===== src/rtl/kbd_event_decoder.sv =====
// ---------------------------------------------------------------------------
// kbd_event_decoder
//
// Turns the PS/2 scan-code byte stream into key events. An E0 prefix marks
// the key as extended and an F0 prefix marks it as a release. The next
// ordinary byte completes an event {code, ext, break}. Events go into a
// small FIFO that a consumer drains through a valid/ready handshake.
//
// Optional feature (macro KBD_TYPEMATIC_FILTER_EN): this adds a typematic
// filter. Make events that repeat the most recent make are suppressed until
// the matching release arrives. With the macro undefined, every make event
// is queued, including keyboard auto-repeats.
//
// Parameters
//   DEPTH  event FIFO depth in entries (power of two, >= 2)
//   CNT_W  width of the release-event counter
//
// Ports
//   clk        clock, rising edge
//   rst        synchronous active-high reset
//   in_valid   scan-code byte present this cycle
//   in_data    scan-code byte
//   in_ready   always 1; the decoder never stalls its input
//   evt_valid  FIFO non-empty, head event valid
//   evt_ready  consumer pops the head when evt_valid is also high
//   evt_code   head event key code
//   evt_ext    head event was E0-prefixed
//   evt_break  head event is a release
//   key_cnt    number of release events decoded (wraps)
//   overflow   sticky: an event was dropped because the FIFO was full
// ---------------------------------------------------------------------------
module kbd_event_decoder #(
   parameter int DEPTH = 4,
   parameter int CNT_W = 8
) (
   input  logic             clk,
   input  logic             rst,
   input  logic             in_valid,
   input  logic [7:0]       in_data,
   output logic             in_ready,
   output logic             evt_valid,
   input  logic             evt_ready,
   output logic [7:0]       evt_code,
   output logic             evt_ext,
   output logic             evt_break,
   output logic [CNT_W-1:0] key_cnt,
   output logic             overflow
);

   localparam int         AW       = (DEPTH > 1) ? $clog2(DEPTH) : 1;
   localparam logic [AW:0] FULL_OCC = (AW+1)'(DEPTH);

   typedef enum logic [1:0] {IDLE, EXT, BRK, EXT_BRK} state_t;

   state_t          state_reg;
   logic [9:0]      mem_reg [DEPTH];
   logic [AW-1:0]   wr_ptr_reg;
   logic [AW-1:0]   rd_ptr_reg;
   logic [AW:0]     occ_reg;
   logic [CNT_W-1:0] key_cnt_reg;
   logic            overflow_reg;

   logic is_e0, is_f0, is_err;
   logic gen_evt, gen_ext, gen_brk;
   logic suppress;
   logic push_req, push, pop, full, drop;

   assign in_ready = 1'b1;

   assign is_e0  = (in_data == 8'hE0);
   assign is_f0  = (in_data == 8'hF0);
   assign is_err = (in_data == 8'h00) || (in_data == 8'hFF);

   // A completed event. Gating it with rst keeps any byte that arrives
   // during a reset cycle out of the FIFO, the counter and the filter.
   assign gen_evt = in_valid && !rst && !is_e0 && !is_f0 && !is_err;
   assign gen_ext = (state_reg == EXT) || (state_reg == EXT_BRK);
   assign gen_brk = (state_reg == BRK) || (state_reg == EXT_BRK);

   // Prefix decoder. Prefix bytes accumulate; any other byte ends the
   // sequence, whether it is an error byte or an event.
   always_ff @(posedge clk) begin
      if (rst) begin
         state_reg <= IDLE;
      end else if (in_valid) begin
         if (is_e0) begin
            case (state_reg)
               IDLE:    state_reg <= EXT;
               BRK:     state_reg <= EXT_BRK;
               default: state_reg <= state_reg;
            endcase
         end else if (is_f0) begin
            case (state_reg)
               IDLE:    state_reg <= BRK;
               EXT:     state_reg <= EXT_BRK;
               default: state_reg <= state_reg;
            endcase
         end else begin
            state_reg <= IDLE;
         end
      end
   end

`ifdef KBD_TYPEMATIC_FILTER_EN
   // This register remembers the last make that was queued. Auto-repeats of
   // the same key match it and are swallowed. The release of that key
   // clears it, so the next press of the key goes through.
   logic       tm_valid_reg;
   logic       tm_ext_reg;
   logic [7:0] tm_code_reg;
   logic       tm_match;

   assign tm_match = tm_valid_reg && (tm_ext_reg == gen_ext) && (tm_code_reg == in_data);
   assign suppress = gen_evt && !gen_brk && tm_match;

   always_ff @(posedge clk) begin
      if (rst) begin
         tm_valid_reg <= 1'b0;
         tm_ext_reg   <= 1'b0;
         tm_code_reg  <= 8'h00;
      end else if (gen_evt) begin
         if (!gen_brk) begin
            if (!tm_match) begin
               tm_valid_reg <= 1'b1;
               tm_ext_reg   <= gen_ext;
               tm_code_reg  <= in_data;
            end
         end else if (tm_match) begin
            tm_valid_reg <= 1'b0;
         end
      end
   end
`else
   assign suppress = 1'b0;
`endif

   // FIFO control. When the FIFO is full, a pop on the same cycle frees the
   // slot that the push needs. When it is empty there is nothing to pop, so
   // evt_valid low already blocks a pop.
   assign full     = (occ_reg == FULL_OCC);
   assign pop      = (occ_reg != '0) && evt_ready;
   assign push_req = gen_evt && !suppress;
   assign push     = push_req && (!full || pop);
   assign drop     = push_req && full && !pop;

   always_ff @(posedge clk) begin
      if (push) begin
         mem_reg[wr_ptr_reg] <= {gen_ext, gen_brk, in_data};
      end
   end

   // DEPTH is a power of two, so the pointers wrap naturally at AW bits.
   always_ff @(posedge clk) begin
      if (rst) begin
         wr_ptr_reg <= '0;
         rd_ptr_reg <= '0;
         occ_reg    <= '0;
      end else begin
         if (push) begin
            wr_ptr_reg <= wr_ptr_reg + AW'(1);
         end
         if (pop) begin
            rd_ptr_reg <= rd_ptr_reg + AW'(1);
         end
         if (push && !pop) begin
            occ_reg <= occ_reg + (AW+1)'(1);
         end else if (pop && !push) begin
            occ_reg <= occ_reg - (AW+1)'(1);
         end
      end
   end

   // The counter counts every decoded release, including releases that are
   // dropped on overflow.
   always_ff @(posedge clk) begin
      if (rst) begin
         key_cnt_reg  <= '0;
         overflow_reg <= 1'b0;
      end else begin
         if (gen_evt && gen_brk) begin
            key_cnt_reg <= key_cnt_reg + CNT_W'(1);
         end
         if (drop) begin
            overflow_reg <= 1'b1;
         end
      end
   end

   assign evt_valid = (occ_reg != '0);
   assign {evt_ext, evt_break, evt_code} = mem_reg[rd_ptr_reg];
   assign key_cnt   = key_cnt_reg;
   assign overflow  = overflow_reg;

endmodule

===== config.mk =====
export PLATFORM = sky130hd
export DESIGN_NAME = kbd_event_decoder
export DESIGN_NICKNAME = d
export VERILOG_FILES = /design/src/rtl/kbd_event_decoder.sv
export SDC_FILE = /design/constraint.sdc
export NUM_CORES = 1
export LEC_CHECK = 0
export ABC_AREA = 1
export BUFFER_PORTS_ARGS = -buffer_cell sky130_fd_sc_hd__buf_2
export CORE_MARGIN = 4
export CORE_UTILIZATION = 61
export CTS_CLUSTER_SIZE = 16
export DETAILED_ROUTE_END_ITERATION = 7
export GPL_ROUTABILITY_DRIVEN = 0
export GPL_TIMING_DRIVEN = 1
export PLACE_DENSITY = 0.83
export SLEW_MARGIN = 20
export SYNTH_ARGS = -nofsm -noshare
export SYNTH_HDL_FRONTEND = slang
export SYNTH_SLANG_ARGS = --single-unit
export TNS_END_PERCENT = 30

===== constraint.sdc =====
create_clock -name clk -period 4.35 [get_ports clk]
set_clock_uncertainty 0.1 [all_clocks]
set_input_delay 1.0875 -clock clk [delete_from_list [all_inputs] [get_ports clk]]
set_output_delay 1.0875 -clock clk [all_outputs]
set_load 0.01 [all_outputs]

---- Yosys cells after proc, flatten, opt, wreduce, memory -nomap -nowiden ----
Memory sizes are Yosys's and may differ from the RTL's. A register that Yosys moved wholly into a read port is not among the register bits.
Index checks and enable logic that the tools add are counted.
W data, S select, Z words.
storage, ports and cells
  word-level logic and storage cells ...... 58
  register bits after elaboration ......... 18
  output and inout port bits .............. 21
  memory bits (writable) .................. 40
  input port bits ......................... 12
  memories kept ........................... 1
  bits in latches ......................... 0
  memory bits (read-only) ................. 0
memories
  memory   words  width  read ports  clocked after Yosys merged registers in  wr ports  RTL line  text
  mem_reg  4      10     1           1                                        1         56        logic [9:0] mem_reg [DEPTH];
operators by class
  bitwise gates (word level) .............. 0
  mux-type cells .......................... 10
  equal/unequal tests ..................... 9
  $add $sub $neg .......................... 5
  shift operators ......................... 0
  $lt $le $gt $ge ......................... 0
  reduce and logical (&&, ||, !) cells .... 27
  divide/modulo/power cells ............... 0
  multipliers ............................. 0
operator list
  operator               number
  $eq A8 B8 Y1 const B   3
  $logic_and A1 B1 Y1    11
  $add A8 B1 Y8 const B  1
  $logic_not A8 Y1       1
  $mux W2                4
  $pmux W2 S2            2
  $logic_not A1 Y1       7
  $mux W3                2
  $add A2 B1 Y2 const B  2
  $eq A2 B2 Y1 const B   2
  $logic_or A1 B1 Y1     4
  $ne A4 B2 Y1 const B   1
  $add A3 B1 Y3 const B  1
  $eq A3 B3 Y1 const B   1
  $ne A3 B1 Y1 const B   1
  $reduce_and A3 Y1      1
  $reduce_bool A3 Y1     1
  $sub A3 B1 Y3 const B  1
  $eq A2 B1 Y1 const B   1
  $logic_not A2 Y1       1
  $mux W1                2
  $reduce_bool A2 Y1     1

---- Logic depth before layout (Yosys ltp) ----
  word-level depth ........................ 10
  depth in mapped cells ................... 16
  gate-level depth less buffers ........... 15

---- Worst setup path after synthesis ----
No wires, ideal clock.
  path kind ............................... input port to flip-flop
  start ................................... in in_data[6]
  end ..................................... reg occ_reg[2]
  buffers on the path ..................... 1
  required time ........................... 4128 ps
  library setup time ...................... 122 ps
  slack ................................... 1423 ps
  stages on the path ...................... 15
  arrival ................................. 2705 ps
  cell sequence ........................... nand2_2 -> inv_1 -> nand2_1 -> nor2_1 -> nor2_2 -> buf_6 -> nand3_4 -> inv_1 -> ha_1 -> inv_1 -> fa_1 -> a21oi_1 -> o21ai_0 -> o21ai_0 -> a21oi_1
between the ends
  word-level cells in the longest chain between the ends .. 9
  elaborated cells on any way between the ends .. 17
  those cells by class .................... 3 x eq/ne; 1 x mux; 13 x reduce/logical
RTL lines
  item                              RTL line  text
  from (decl)                       39        input logic [7:0] in_data,
  $eq A8 B8 Y1                      70        assign is_e0 = (in_data == 8'hE0);
  $logic_not A1 Y1                  76        assign gen_evt = in_valid && !rst && !is_e0 && !is_f0 && !is_err;
  $logic_and A1 B1 Y1 (2 in a row)  76
  $logic_and A1 B1 Y1 *             76
  $logic_and A1 B1 Y1 *             143       assign push = push_req && (!full || pop);
  named net push                    66        logic push_req, push, pop, full, drop;
  $logic_not A1 Y1                  167       end else if (pop && !push) begin
  $logic_and A1 B1 Y1               167
  $reduce_bool A2 Y1 (no line)      -
  to (signal assigned)              166       occ_reg <= occ_reg + (AW+1)'(1);
  to (signal assigned)              168       occ_reg <= occ_reg - (AW+1)'(1);
  to (decl)                         59        logic [AW:0] occ_reg;
The timed path passes the listed nets; every way through them passes the cells marked *.
A chain may end at the register's enable or synchronous reset.

---- Worst setup path after layout ----
Ends and elaborated chain as after synthesis.

==> metrics.md <==
| Metric | Value |
|---|---|
| CP arrival | `3330 ps` |
| Worst setup EP type | `flip-flop` |
| Fin. max-slew vios | `0` |
| Syn avg cell area | `9.88 sq um` |
| Setup violators final | `0` |
| Resize count post-CTS | `0` |
| Root Buffer | `clkbuf_8` |
| Critical path required time | `4470 ps` |
| Die width | `74.5 um` |
| Post-synth EDFFs | `40` |
| Largest stage delay, worst path | `just over 400 ps` |
| Setup Fix Bufs, Post-CTS | `0` |
| ANT cells | `0` |
| Drt total wl | `between 5000 and 6000 um` |
| Peak supply drop | `355 uV` |
| M1 GR Usage | `25.5%` |
| CTS tree | `built` |
| Worst-path fanout max | `11` |
| Post-synthesis net count | `292` |
| Slew headroom | `between 40% and 50%` |
| Starting Density | `65.1%` |
| Placed Cells incl. Taps | `346` |
| Part of the cycle the worst path needs | `73.9%` |
| Most used DFF post-synth | `edfxtp_1` |
| Cts hold-fix bufs | `0` |
| Router iterations before antenna repair | `4` |
| Clk Latency, worst-skew pair | `330 ps` |
| Cell Area, Synth | `2700 sq um` |
| Leak Pwr | `1.25 nW` |
| CTS clock-pin slew for the worst setup and hold paths | `60 ps` |
| Max FFs per register | `40` |
| Post-Syn Instances | `273` |
| Outcome | `complete, no violations` |
| Post-Layout Cell Count | `~360` |
| Fraction of met2 tracks used by global routing | `32.7%` |
| Dpl ws | `811 ps` |
| Biggest area consumer among synthesized cells | `edfxtp_1` |
| Die Y | `74.5 um` |
| Area Overhead vs Synth | `14.2%` |
| Initial antenna violation count | `0` |
| Vias in the first global route | `1,790` |
| Met3 Resource Use GR | `4.86%` |
| DR vias/cell | `5.41` |
| Synth Register Bits | `60` |
| Min-Delay Path Class | `flip-flop to flip-flop` |
| RSZ-0062 raised after global routing | `no` |
| Slew of the pin with the lowest slew margin | `871 ps` |
| GRT Total Usage | `20.1%` |
| Final number of hold-violating endpoints | `0` |
| Site Rows | `23` |
| Port Buffers | `31` |
| Commonest cells in the netlist | `40 x edfxtp_1, 39 x nor2_1, 37 x nand2_1, 31 x inv_1, 30 x o21ai_0` |
| Max Freq | `~0.31 GHz` |
| PD cells | `481 nW/um^2` |
| First-pass GRT wire length | `8120 um` |
| Slowest CP cell | `nor2_2` |
| Largest net degree at the start of global routing | `22` |
| Minimum clock period | `3210 ps` |
| Setup_tns | `0 ps` |
| Via count | `1,959` |
| Count of different cell masters after synthesis | `26` |
| Element type at the critical path start | `primary input` |
| Buffer depth of the longest clock path | `2` |
| Setup ws final | `1140 ps` |
| Total clock sinks | `60` |
| Finished Core Util | `74.3%` |
| Routed wire length per instance | `~14 um` |
| Overflow after GRT | `0` |
| H-Tree Depth | `3` |
| Synth async-reset ratio | `0%` |
| Antenna-violating nets left | `0` |
| Synth top area share | `between 40% and 50%` |
| Iter 0 DRT Violations | `between 150 and 200` |
| Synth warnings | `0` |
| I/O Pins | `33` |
| Most Crowded Layer GR | `met2` |
| Overall Power | `approximately 1.5 mW` |
| Worst path most repeated cell | `inv_1` |
| CTS buffer count | `9` |
| Core area | `4140 sq um` |
| Setup CP Type | `primary input to flip-flop` |
| Die area | `5550 sq um` |
| Final net count | `between 300 and 400` |
| Max Cap Viol | `0` |
| DRC violations left | `0` |
| Most common cell in the netlist | `edfxtp_1` |
| Share of layout cells above drive strength 1 | `20.2%` |
| Register area share after synthesis | `59.4%` |
| Worst-path cell chain | `buf_2 -> nand2_2 -> inv_1 -> nand2_1 -> nor2_1 -> nor2_2 -> nand3_4 -> inv_1 -> ha_1 -> inv_1 -> fa_1 -> a21oi_1 -> o21ai_0 -> o21ai_0 -> a21oi_1` |
| Area contributors post-synth | `edfxtp_1 45%, dfxtp_1 15%, o21ai_0 5.6%` |
| Final HPWL DP | `roughly 3500 um` |
-- stage by stage --
stage / hold WS, ps / instance area (sq um)
floorplan: 336 / 2700
global placement: 335 / 2880
detailed placement: 340 / 2880
CTS: 351 / 3080
global route: 388 / 3080
finish: 353 / 3080
-- power breakdown --
part	internal (mW)	total (mW)	leakage [nW]	switching, mW
registers	0.653	0.680	0.527	0.0272
clock network	0.271	0.475	0.101	0.205
logic	0.118	0.326	0.620	0.209
-- per-layer routing --
layer | vias to the layer above | wire, um
li1 | 990 | -
met1 | 900 | 2250
met2 | 54 | 2460
met3 | 15 | 271
met4 | 0 | 114
met5 | - | 0
-- worst max-delay path: cells and delay by family --
family          cells  cell delay, ps
compound gates      4             510
simple gates        5             860
buf+inv             4             340
fa+ha+maj           2             530
-- path summary, 6_finish.rpt --
kind | depth (start not counted) | slack [ps] | to | from
worst max-delay path | 15 | 1140 | occ_reg[2] | in_data[6]
worst min-delay path | 2 | 350 | overflow | overflow
worst max register to register | 13 | 2030 | occ_reg[2] | occ_reg[0]
worst min register to register | 2 | 350 | overflow | overflow
-- layout by cell type, fill, tap and decap left out, types with 2 or more instances in the layout --
cell      instances
buf_2            31
nand2_1          37
nor2_2            6
ha_1              6
edfxtp_1         40
o21ai_0          30
inv_1            31
nand3b_1          2
a21oi_1          16
nand2_4           2
nand4_1           9
clkbuf_8         11
nor2_1           39
buf_4             4
dfxtp_1          20
o22ai_1          10
clkinv_2          2
nand3_1           3
xnor2_1           2
-- final cells by class --
class | instances | area (sq um)
flip-flops and latches | 60 | 1600
fillers | 295 | 1070
clock inverters | 3 | 17.5
repair buffers | 35 | 185
multi-input cells | 170 | 915
well taps | 50 | 62.6
clock buffers | 13 | 180
inverters | 31 | 116
-- kinds of logic after synthesis --
| family | count (synthesis) | synth area share, % |
|---|---|---|
| AOI/OAI and AO/OA | 56 | 10.9 |
| xor gates and xnor gates | 3 | 0.975 |
| adders and majority gates | 7 | 3.53 |
| buffers and inverters | 43 | 6.68 |
| DFF | 60 | 59.4 |
| other | 1 | 0.139 |
| and+or+nand+nor | 103 | 18.4 |
Power figures use the tool's default switching activity.
